<file path="src/rtl/johnson_pkg.sv">
// Shared types and constants for the Johnson-code receive path.
// Holds the lock FSM states, the legal code set and the step classifier.
package johnson_pkg;

    typedef enum logic [1:0] {
        ACQ,
        TRACK,
        LOCKED
    } state_e;

    typedef enum logic [1:0] {
        HOLD,
        FWD,
        BWD,
        SKIP
    } step_e;

    localparam logic [3:0] CODE_0 = 4'b0000;
    localparam logic [3:0] CODE_1 = 4'b1000;
    localparam logic [3:0] CODE_2 = 4'b1100;
    localparam logic [3:0] CODE_3 = 4'b1110;
    localparam logic [3:0] CODE_4 = 4'b1111;
    localparam logic [3:0] CODE_5 = 4'b0111;
    localparam logic [3:0] CODE_6 = 4'b0011;
    localparam logic [3:0] CODE_7 = 4'b0001;

    // Modulo-8 distance between indices; the 3-bit subtraction wraps 7->0 naturally.
    function automatic step_e classify_step(input logic [2:0] ref_idx,
                                            input logic [2:0] new_idx);
        logic [2:0] diff;
        diff = new_idx - ref_idx;
        case (diff)
            3'd0:    return HOLD;
            3'd1:    return FWD;
            3'd7:    return BWD;
            default: return SKIP;
        endcase
    endfunction

endpackage

</file>
<file path="src/rtl/johnson_code_lut.sv">
// Combinational map from a 4-bit Johnson sample to {legal, index}.
// Illegal codes report index 0 with legal low.
module johnson_code_lut
    import johnson_pkg::*;
(
    input  logic [3:0] code_i,
    output logic       legal_o,
    output logic [2:0] idx_o
);

    always_comb begin
        legal_o = 1'b1;
        idx_o   = 3'd0;
        case (code_i)
            CODE_0:  idx_o = 3'd0;
            CODE_1:  idx_o = 3'd1;
            CODE_2:  idx_o = 3'd2;
            CODE_3:  idx_o = 3'd3;
            CODE_4:  idx_o = 3'd4;
            CODE_5:  idx_o = 3'd5;
            CODE_6:  idx_o = 3'd6;
            CODE_7:  idx_o = 3'd7;
            default: legal_o = 1'b0;
        endcase
    end

endmodule

</file>
<file path="src/rtl/johnson_decoder.sv">
// Johnson-code receiver: decodes position, classifies each step, flags errors
// and declares lock after LOCK_CNT consecutive same-direction steps.
module johnson_decoder
    import johnson_pkg::*;
#(
    parameter int LOCK_CNT = 3,
    parameter int ERR_W    = 8
) (
    input  logic             clk_i,
    input  logic             rst_ni,
    input  logic [3:0]       in_code_i,
    input  logic             in_valid_i,
    output logic [2:0]       out_idx_o,
    output logic             out_valid_o,
    output logic             step_fwd_o,
    output logic             step_bwd_o,
    output logic             err_o,
    output logic             locked_o,
    output logic [ERR_W-1:0] err_cnt_o
);

    localparam logic [3:0]       LOCK_TARGET = 4'(LOCK_CNT);
    localparam logic [ERR_W-1:0] ERR_MAX     = {ERR_W{1'b1}};

    state_e           state_q, state_d;
    logic [2:0]       ref_q, ref_d;
    logic [3:0]       streak_q, streak_d;
    logic             dir_bwd_q, dir_bwd_d;
    logic [2:0]       idx_q, idx_d;
    logic             valid_q, valid_d;
    logic             fwd_q, fwd_d;
    logic             bwd_q, bwd_d;
    logic             err_q, err_d;
    logic [ERR_W-1:0] err_cnt_q, err_cnt_d;

    logic             lut_legal;
    logic [2:0]       lut_idx;
    step_e            step;
    logic             is_bwd;

    johnson_code_lut u_lut (
        .code_i  (in_code_i),
        .legal_o (lut_legal),
        .idx_o   (lut_idx)
    );

    // The reference is valid exactly when the FSM is outside ACQ.
    always_comb begin
        state_d   = state_q;
        ref_d     = ref_q;
        streak_d  = streak_q;
        dir_bwd_d = dir_bwd_q;
        idx_d     = idx_q;
        valid_d   = valid_q;
        fwd_d     = 1'b0;
        bwd_d     = 1'b0;
        err_d     = 1'b0;
        err_cnt_d = err_cnt_q;
        step      = classify_step(ref_q, lut_idx);
        is_bwd    = (step == BWD);

        if (in_valid_i) begin
            if (!lut_legal) begin
                err_d    = 1'b1;
                ref_d    = 3'd0;
                streak_d = 4'd0;
                valid_d  = 1'b0;
                state_d  = ACQ;
            end else if (state_q == ACQ) begin
                ref_d    = lut_idx;
                idx_d    = lut_idx;
                valid_d  = 1'b1;
                streak_d = 4'd0;
                state_d  = TRACK;
            end else begin
                case (step)
                    HOLD: ;
                    FWD, BWD: begin
                        fwd_d = !is_bwd;
                        bwd_d = is_bwd;
                        ref_d = lut_idx;
                        idx_d = lut_idx;
                        if (is_bwd == dir_bwd_q) begin
                            streak_d = (streak_q >= LOCK_TARGET) ? LOCK_TARGET
                                                                 : streak_q + 4'd1;
                            if (state_q == TRACK && streak_d == LOCK_TARGET) begin
                                state_d = LOCKED;
                            end
                        end else begin
                            streak_d  = 4'd1;
                            dir_bwd_d = is_bwd;
                            if (state_q == LOCKED) begin
                                state_d = TRACK;
                            end else if (streak_d == LOCK_TARGET) begin
                                state_d = LOCKED;
                            end
                        end
                    end
                    default: begin
                        err_d    = 1'b1;
                        ref_d    = lut_idx;
                        idx_d    = lut_idx;
                        valid_d  = 1'b1;
                        streak_d = 4'd0;
                        state_d  = TRACK;
                    end
                endcase
            end
        end

        if (err_d && err_cnt_q != ERR_MAX) begin
            err_cnt_d = err_cnt_q + 1'b1;
        end
    end

    always_ff @(posedge clk_i or negedge rst_ni) begin
        if (!rst_ni) begin
            state_q   <= ACQ;
            ref_q     <= 3'd0;
            streak_q  <= 4'd0;
            dir_bwd_q <= 1'b0;
            idx_q     <= 3'd0;
            valid_q   <= 1'b0;
            fwd_q     <= 1'b0;
            bwd_q     <= 1'b0;
            err_q     <= 1'b0;
            err_cnt_q <= '0;
        end else begin
            state_q   <= state_d;
            ref_q     <= ref_d;
            streak_q  <= streak_d;
            dir_bwd_q <= dir_bwd_d;
            idx_q     <= idx_d;
            valid_q   <= valid_d;
            fwd_q     <= fwd_d;
            bwd_q     <= bwd_d;
            err_q     <= err_d;
            err_cnt_q <= err_cnt_d;
        end
    end

    assign out_idx_o   = idx_q;
    assign out_valid_o = valid_q;
    assign step_fwd_o  = fwd_q;
    assign step_bwd_o  = bwd_q;
    assign err_o       = err_q;
    assign locked_o    = (state_q == LOCKED);
    assign err_cnt_o   = err_cnt_q;

endmodule

</file>
<file path="config.mk">
export PLATFORM = sky130hd
export DESIGN_NAME = johnson_decoder
export DESIGN_NICKNAME = d
export VERILOG_FILES = /design/src/rtl/johnson_pkg.sv /design/src/rtl/johnson_code_lut.sv /design/src/rtl/johnson_decoder.sv
export SDC_FILE = /design/constraint.sdc
export NUM_CORES = 1
export LEC_CHECK = 0
export ABC_CLOCK_PERIOD_IN_PS = 2200
export CAP_MARGIN = 20
export CORE_MARGIN = 2
export CORE_UTILIZATION = 45
export CTS_CLUSTER_SIZE = 10
export DETAILED_ROUTE_END_ITERATION = 6
export PLACE_DENSITY = 0.72
export SLEW_MARGIN = 20
export SYNTH_ARGS = -nofsm -noshare
export SYNTH_HDL_FRONTEND = slang
export SYNTH_HIERARCHICAL = 1
export SYNTH_SLANG_ARGS = --single-unit
</file>
<file path="constraint.sdc">
create_clock -name clk_i -period 2.2 [get_ports clk_i]
set_input_delay 0.44 -clock clk_i [delete_from_list [all_inputs] [get_ports clk_i]]
set_output_delay 0.44 -clock clk_i [all_outputs]
set_load 0.02 [all_outputs]
</file>
==> run metrics, run 1 <==
status=finished with violations; failing checks=negative setup slack; cell family with most CP delay=adder cells; placed cells=218; Clock Pin Slew Worst Setup and Hold Paths=0.14 ns; Mapped Cells=128; TritonCTS buffer count=3; GR Overflow Total=0; TritonCTS Sinks=25; crit path buf inv count=5; post-synthesis sequential area ratio=0.436; Placed Area=0.00191 mm²; H-Tree Depth=1; Initial Util=0.470; combinational cell fraction of total power=0.529; Area contributors post-synth=dfrtp_1 (44%), mux2_4 (5.2%), xnor2_1 (3.7%), a21oi_1 (2.8%), mux2i_1 (2.8%); final non-filler cell total=230; hold_buf cts=0; crit-path max FO=3; leading area contributor after synthesis=dfrtp_1; Data required, critical path=2.42 ns; DP Wirelength=2300 µm; initial antenna violation count=0; Final Max Tran Viols=0; crit path capture type=flip-flop; core area=0.00305 mm²; final core utilization=0.702; Post-Syn Area per Cell=11.2 µm²; root buffer cell=clkbuf_4; die width=60.5 µm; met3 Use GR=0.0320; Top Usage Layer GRT=met2; Layout Skew=0.0135 ns; port buffer count=22; switching pwr=0.000747 W; switch share=0.391; CTS Buffer Depth=2; Cell Pwr Density=892 mW/mm²; CP Launch Type=primary input; GRT Total Usage=0.199; DRT iter0 DRCs=31; Synthesized Nets=139; io pins=23; setup slack at placement=-0.959 ns; setup violators final=23; hold crit path type=primary input to asynchronous set/reset pin; share of the synthesized area in the top cell type=0.436; overall via count from detail_route=1,207; final setup margin=-0.252 ns; fmax=0.408 GHz; Filler cells=234; first-pass GRT wire length=5430 µm; WL per Instance=14.5 µm; clock power share=0.112; largest net degree at the start of global routing=26; num rows=20; Nets=198; LEAKAGE=0.954 nW; Post-synth EDFFs=0; asr flop ratio synth=1.00; top post-synthesis cells by count=dfrtp_1 (25), nand2_1 (10), a21oi_1 (8), inv_1 (8), nor2_1 (7); Slew HR=0.670; Critical Path AT=2.67 ns; Overall Power=0.00191 W; Tcrit/Tclk final=1.11; peak supply drop=0.460 mV; crit-path cells=buf_8 -> or2_4 -> a21oi_2 -> inv_1 -> ha_2 -> fa_2 -> inv_4 -> buf_6 -> o41ai_4 -> buf_4 -> a21oi_2 -> nor2_1 -> a21oi_2; Antenna Cells=0; Least-Margin Pin Slew=0.490 ns; gpl congestion=0.834; slowest CP cell=fa_2; Seq cells post-synth=25; cell area after layout=0.00214 mm²; top-count cell post-synth=dfrtp_1; RSZ-0062 raised after global routing=yes; Post-DRT Antenna Nets=0; MaxCap Viol Count=0; Hold Fails Final Rpt=0; DRC viols=0; Crit Path Category=primary input to flip-flop; most frequent CP cell=a21oi_2; chip height=60.5 µm; CP max stage delay=0.58 ns; Flop pwr share=0.359; Clk Latency, worst-skew pair=0.33 ns; drt total wl=3330 µm; DR pass1 iterations=4; share of cells above drive strength 1=0.414; met2 usage in global routing=0.348; vias in the first global route=1,254; cell internal pwr=0.00116 W; Ys Warns=6; post-layout min period=2.45 ns; Area Overhead vs Synth=49.1%; Yosys cell types=44; met1 Use GR=0.253; synthesized area=0.00144 mm²; Top FF cell, synth=dfrtp_1; drt via density=5.25; CTS tree=done; die area=0.00366 mm²
[cells by family after synthesis]
group,synth area share
fa+ha+maj,0.0401
mux,0.0880
buf+inv,0.0322
xor+xnor,0.0767
simple gates,0.144
flops,0.436
compound gates,0.184
[final timing paths]
kind	startpoint	end	slack (ns)	depth (start not counted)
worst max-delay path	in_code_i[2]	state_q[0]$_DFFE_PN0P_	-0.25	13
worst min-delay path	rst_ni	step_bwd_o$_DFF_PN0_	0.45	2
worst max register to register	ref_q[0]$_DFFE_PN0P_	state_q[0]$_DFFE_PN0P_	-0.03	9
worst min register to register	err_cnt_o[4]$_DFFE_PN0P_	err_cnt_o[4]$_DFFE_PN0P_	0.52	1
max in group asynchronous	rst_ni	out_idx_o[1]$_DFFE_PN0P_	1.50	2
min in group clk_i	err_cnt_o[4]$_DFFE_PN0P_	err_cnt_o[4]$_DFFE_PN0P_	0.52	1
[layer usage]
layer	vias up	share of wire
met4	0	0.018
met2	30	0.51
met3	6	0.033
met1	600	0.44
met5	-	0
li1	571	-
[flip-flops by register name (all words and copies together) (netlist names)]
| name | flops |
|---|---|
| err_o | 1 |
| ref_q | 3 |
| out_valid_o | 1 |
| step_bwd_o | 1 |
| err_cnt_o | 8 |
| step_fwd_o | 1 |
| dir_bwd_q | 1 |
| state_q | 2 |
| out_idx_o | 3 |
| streak_q | 4 |
[worst reg2reg max path, stage by stage, from the launching register on]
cell     delay (ns)
dfrtp_1        0.42
ha_2           0.19
fa_2           0.59
inv_4          0.06
buf_6          0.11
o41ai_4        0.37
buf_4          0.18
a21oi_2        0.03
nor2_1         0.14
a21oi_2        0.05
[final cells by class]
type                    count  area [µm²]  share of cell area
clock buffers               4        26.3              0.0123
inverters                   8        32.5              0.0152
multi-input cells          93         895               0.418
flip-flops and latches     25         626               0.292
well taps                  44        55.1              0.0257
repair buffers             56         508               0.237
[placed cells by master, fill, tap and decap left out, types with 2 or more instances in the layout]
cell,count
xnor2_1,5
or2_4,2
and2_1,3
ha_1,2
nor2_1,7
nor3_1,3
dfrtp_1,25
mux2_4,6
a21oi_1,4
mux2i_1,2
a22o_1,3
inv_1,7
o31ai_4,2
a21oi_2,5
nor2b_1,2
o21ai_0,3
nand2_2,2
nand2_1,7
nand4_1,3
buf_6,9
clkbuf_4,3
clkdlybuf4s50_1,18
nand2b_1,3
nand3_1,2
a31oi_1,3
buf_4,26
[metrics by stage]
| stage | TNS [ns] | hold WS (ns) |
|---|---|---|
| 2_1_floorplan | -5.92 | 0.144 |
| 3_5_place_dp | -21.20 | 0.474 |
| 3_3_place_gp | -20.06 | 0.464 |
| 6_report | -2.52 | 0.448 |
| 4_1_cts | -2.89 | 0.475 |
| 5_1_grt | -4.74 | 0.490 |
[power by group through the flow]
stage	combinational, W	sequential (W)	clock, W
3_5_place_dp	0.000846	0.000685	0
5_1_grt	0.00108	0.000698	0.000234
3_3_place_gp	0.000828	0.000676	0
4_1_cts	0.000964	0.000678	0.000208
6_report	0.00101	0.000686	0.000213
2_1_floorplan	0.000428	0.000749	0
[timing repair]
action	4_1_cts	5_1_grt
gates resized for setup	38	12
endpoints found under the setup margin	25	23
setup buffers	8	0
pin swaps	19	6
cloned	0	0
hold endpoints to repair	0	0
Note: power is estimated with default switching activity, not from simulation.
==> run 2, diff against run 1 <==
--- a/config.mk
+++ b/config.mk
@@ -11,6 +11,7 @@
 export CORE_UTILIZATION = 45
 export CTS_CLUSTER_SIZE = 10
 export DETAILED_ROUTE_END_ITERATION = 6
+export GPL_ROUTABILITY_DRIVEN = 0
 export PLACE_DENSITY = 0.72
 export SLEW_MARGIN = 20
 export SYNTH_ARGS = -nofsm -noshare
==> constraint.sdc (replaced) <==
create_clock -name clk_i -period 2.2 [get_ports clk_i]
set_input_delay 0.33 -clock clk_i [delete_from_list [all_inputs] [get_ports clk_i]]
set_output_delay 0.33 -clock clk_i [all_outputs]
set_load 0.02 [all_outputs]
==> run 2 against run 1 <==
  * The flow still finishes with violations (negative setup slack)
  * Total power decreased by 3.3%
  * Global-route usage shrank 1.1 points
  * Non-clock buffer count decreased by 4
  * Wire length decreased by 2.6%
  * Core utilization down 1.9 points
  * Hold slack got worse by 0.093 ns
  * Register-to-register slack got worse by 0.03 ns
  * Critical path type unchanged
==> run metrics, run 2 (synthesized netlist as in run 1, its figures left out) <==
Cell Pwr Density=886 mW/mm² (was 892 mW/mm²); Least-Margin Pin Slew=0.462 ns (was 0.490 ns); setup slack at placement=-0.873 ns (was -0.959 ns); drt via density=5.30 (was 5.25); root buffer cell=clkbuf_4 (unchanged); initial antenna violation count=0 (unchanged); Setup TNS=-0.657 ns (was -2.52 ns); Antenna Cells=0 (unchanged); io pins=23 (unchanged); share of cells above drive strength 1=0.374 (was 0.414); peak supply drop=0.470 mV (was 0.460 mV); core area=0.00305 mm² (unchanged); Nets=194 (was 198); hold_buf cts=0 (unchanged); Slew HR=0.689 (was 0.670); hold crit path type=primary input to asynchronous set/reset pin (unchanged); die area=0.00366 mm² (unchanged); final core utilization=0.683 (was 0.702); chip height=60.5 µm (unchanged); DRT iter0 DRCs=40 (was 31); final setup margin=-0.134 ns (was -0.252 ns); Hold WS=0.356 ns (was 0.448 ns); H-Tree Depth=1 (unchanged); port buffer count=22 (unchanged); fmax=0.429 GHz (was 0.408 GHz); Final Max Tran Viols=0 (unchanged); status=finished with violations (unchanged); setup violators final=12 (was 23); drt total wl=3250 µm (was 3330 µm); Tcrit/Tclk final=1.06 (was 1.11); largest net degree at the start of global routing=26 (unchanged); CTS Buffer Depth=2 (unchanged); DRC viols=0 (unchanged); Data required, critical path=2.42 ns (about the same); Layout Skew=0.00526 ns (was 0.0135 ns); GR Overflow Total=0 (unchanged); Post-DRT Antenna Nets=0 (unchanged); MaxCap Viol Count=0 (unchanged); number of flip-flops in the largest register=8 (unchanged); Filler cells=238 (was 234); num rows=20 (unchanged); first-pass GRT wire length=5200 µm (was 5430 µm); overall via count from detail_route=1,197 (was 1,207); post-layout min period=2.33 ns (was 2.45 ns); WL per Instance=14.4 µm (was 14.5 µm); GRT Total Usage=0.188 (was 0.199); TritonCTS Sinks=25 (unchanged); vias in the first global route=1,227 (was 1,254); Crit Path Category=primary input to flip-flop (unchanged); Area Overhead vs Synth=45.1% (was 49.1%); Clk Latency, worst-skew pair=0.32 ns (was 0.33 ns); crit path capture type=flip-flop (unchanged); DR pass1 iterations=4 (unchanged); Critical Path AT=2.55 ns (was 2.67 ns); crit-path max FO=4 (was 3); die width=60.5 µm (unchanged); Hold Fails Final Rpt=0 (unchanged); failing checks=negative setup slack (unchanged); RSZ-0062 raised after global routing=yes (unchanged); Clock Pin Slew Worst Setup and Hold Paths=0.14 ns (about the same); LEAKAGE=0.919 nW (was 0.954 nW); commonest non-fill, non-tap cells in the layout=dfrtp_1 (25), buf_4 (25), clkdlybuf4s50_1 (18), nand2_1 (9) (was buf_4 (26), dfrtp_1 (25), clkdlybuf4s50_1 (18), buf_6 (9)); TritonCTS buffer count=3 (unchanged); CP Launch Type=primary input (unchanged); CTS tree=done (unchanged); Initial Util=0.470 (unchanged); DP Wirelength=2350 µm (was 2300 µm)
## run 2: area by class of cell
cell class	count	area, µm²	share of cell area
sequential	25	626	0.300
clock buffer	4	26.3	0.0126
multi-input combinational	93	888	0.426
tap	44	55.1	0.0264
inverter	8	32.5	0.0156
timing repair buffer	52	457	0.219
## run 2: where the power goes
group,internal (W),switching (W),total (W)
logic,0.000499,0.000464,0.000963
registers,0.000560,0.000117,0.000677
clock network,0.0000709,0.000136,0.000207
## run 2: path summary, 6_finish.rpt
kind | start | end | slack (ns) | cells past startpoint
min in group clk_i | err_cnt_o[4]$_DFFE_PN0P_ | err_cnt_o[4]$_DFFE_PN0P_ | 0.52 | 1
setup / recovery | in_code_i[1] | err_cnt_o[1]$_DFFE_PN0P_ | -0.13 | 11
setup reg to reg | ref_q[0]$_DFFE_PN0P_ | err_cnt_o[1]$_DFFE_PN0P_ | -0.06 | 7
hold reg to reg | err_cnt_o[4]$_DFFE_PN0P_ | err_cnt_o[4]$_DFFE_PN0P_ | 0.52 | 1
hold / removal | rst_ni | out_idx_o[0]$_DFFE_PN0P_ | 0.36 | 2
max in group asynchronous | rst_ni | step_fwd_o$_DFF_PN0_ | 1.61 | 2
## run 2: timing repair
action | 4_1_cts | 5_1_grt
setup endpoints to repair | 25 | 23
buffers inserted | 3 | 2
gates resized for setup | 32 | 10
pin swaps | 21 | 14
## run 2: worst max-delay path: stages
cell,delay (ns)
buf_6,0.10
or2_4,0.24
a21oi_4,0.13
inv_2,0.06
ha_4,0.15
fa_2,0.37
xnor3_2,0.28
o32ai_4,0.10
a211oi_4,0.34
buf_6,0.16
mux2_4,0.29
## run 2: layer usage
layer  routed length [µm]  track usage
met1                 1430        0.242
met3                  104       0.0213
met4                   36       0.0559
met5                    0            0
met2                 1670        0.334
## run 2: per-stage QoR
| step | cell area [µm²] | std cells | total power [W] |
|---|---|---|---|
| final | 2080 | 226 | 0.00185 |
| after global routing | 2080 | 226 | 0.00196 |
| after CTS | 2030 | 224 | 0.00182 |
| after detailed placement | 1900 | 217 | 0.00153 |
| after global placement | 1900 | 217 | 0.00150 |
| after floorplan | 1460 | 128 | 0.00118 |
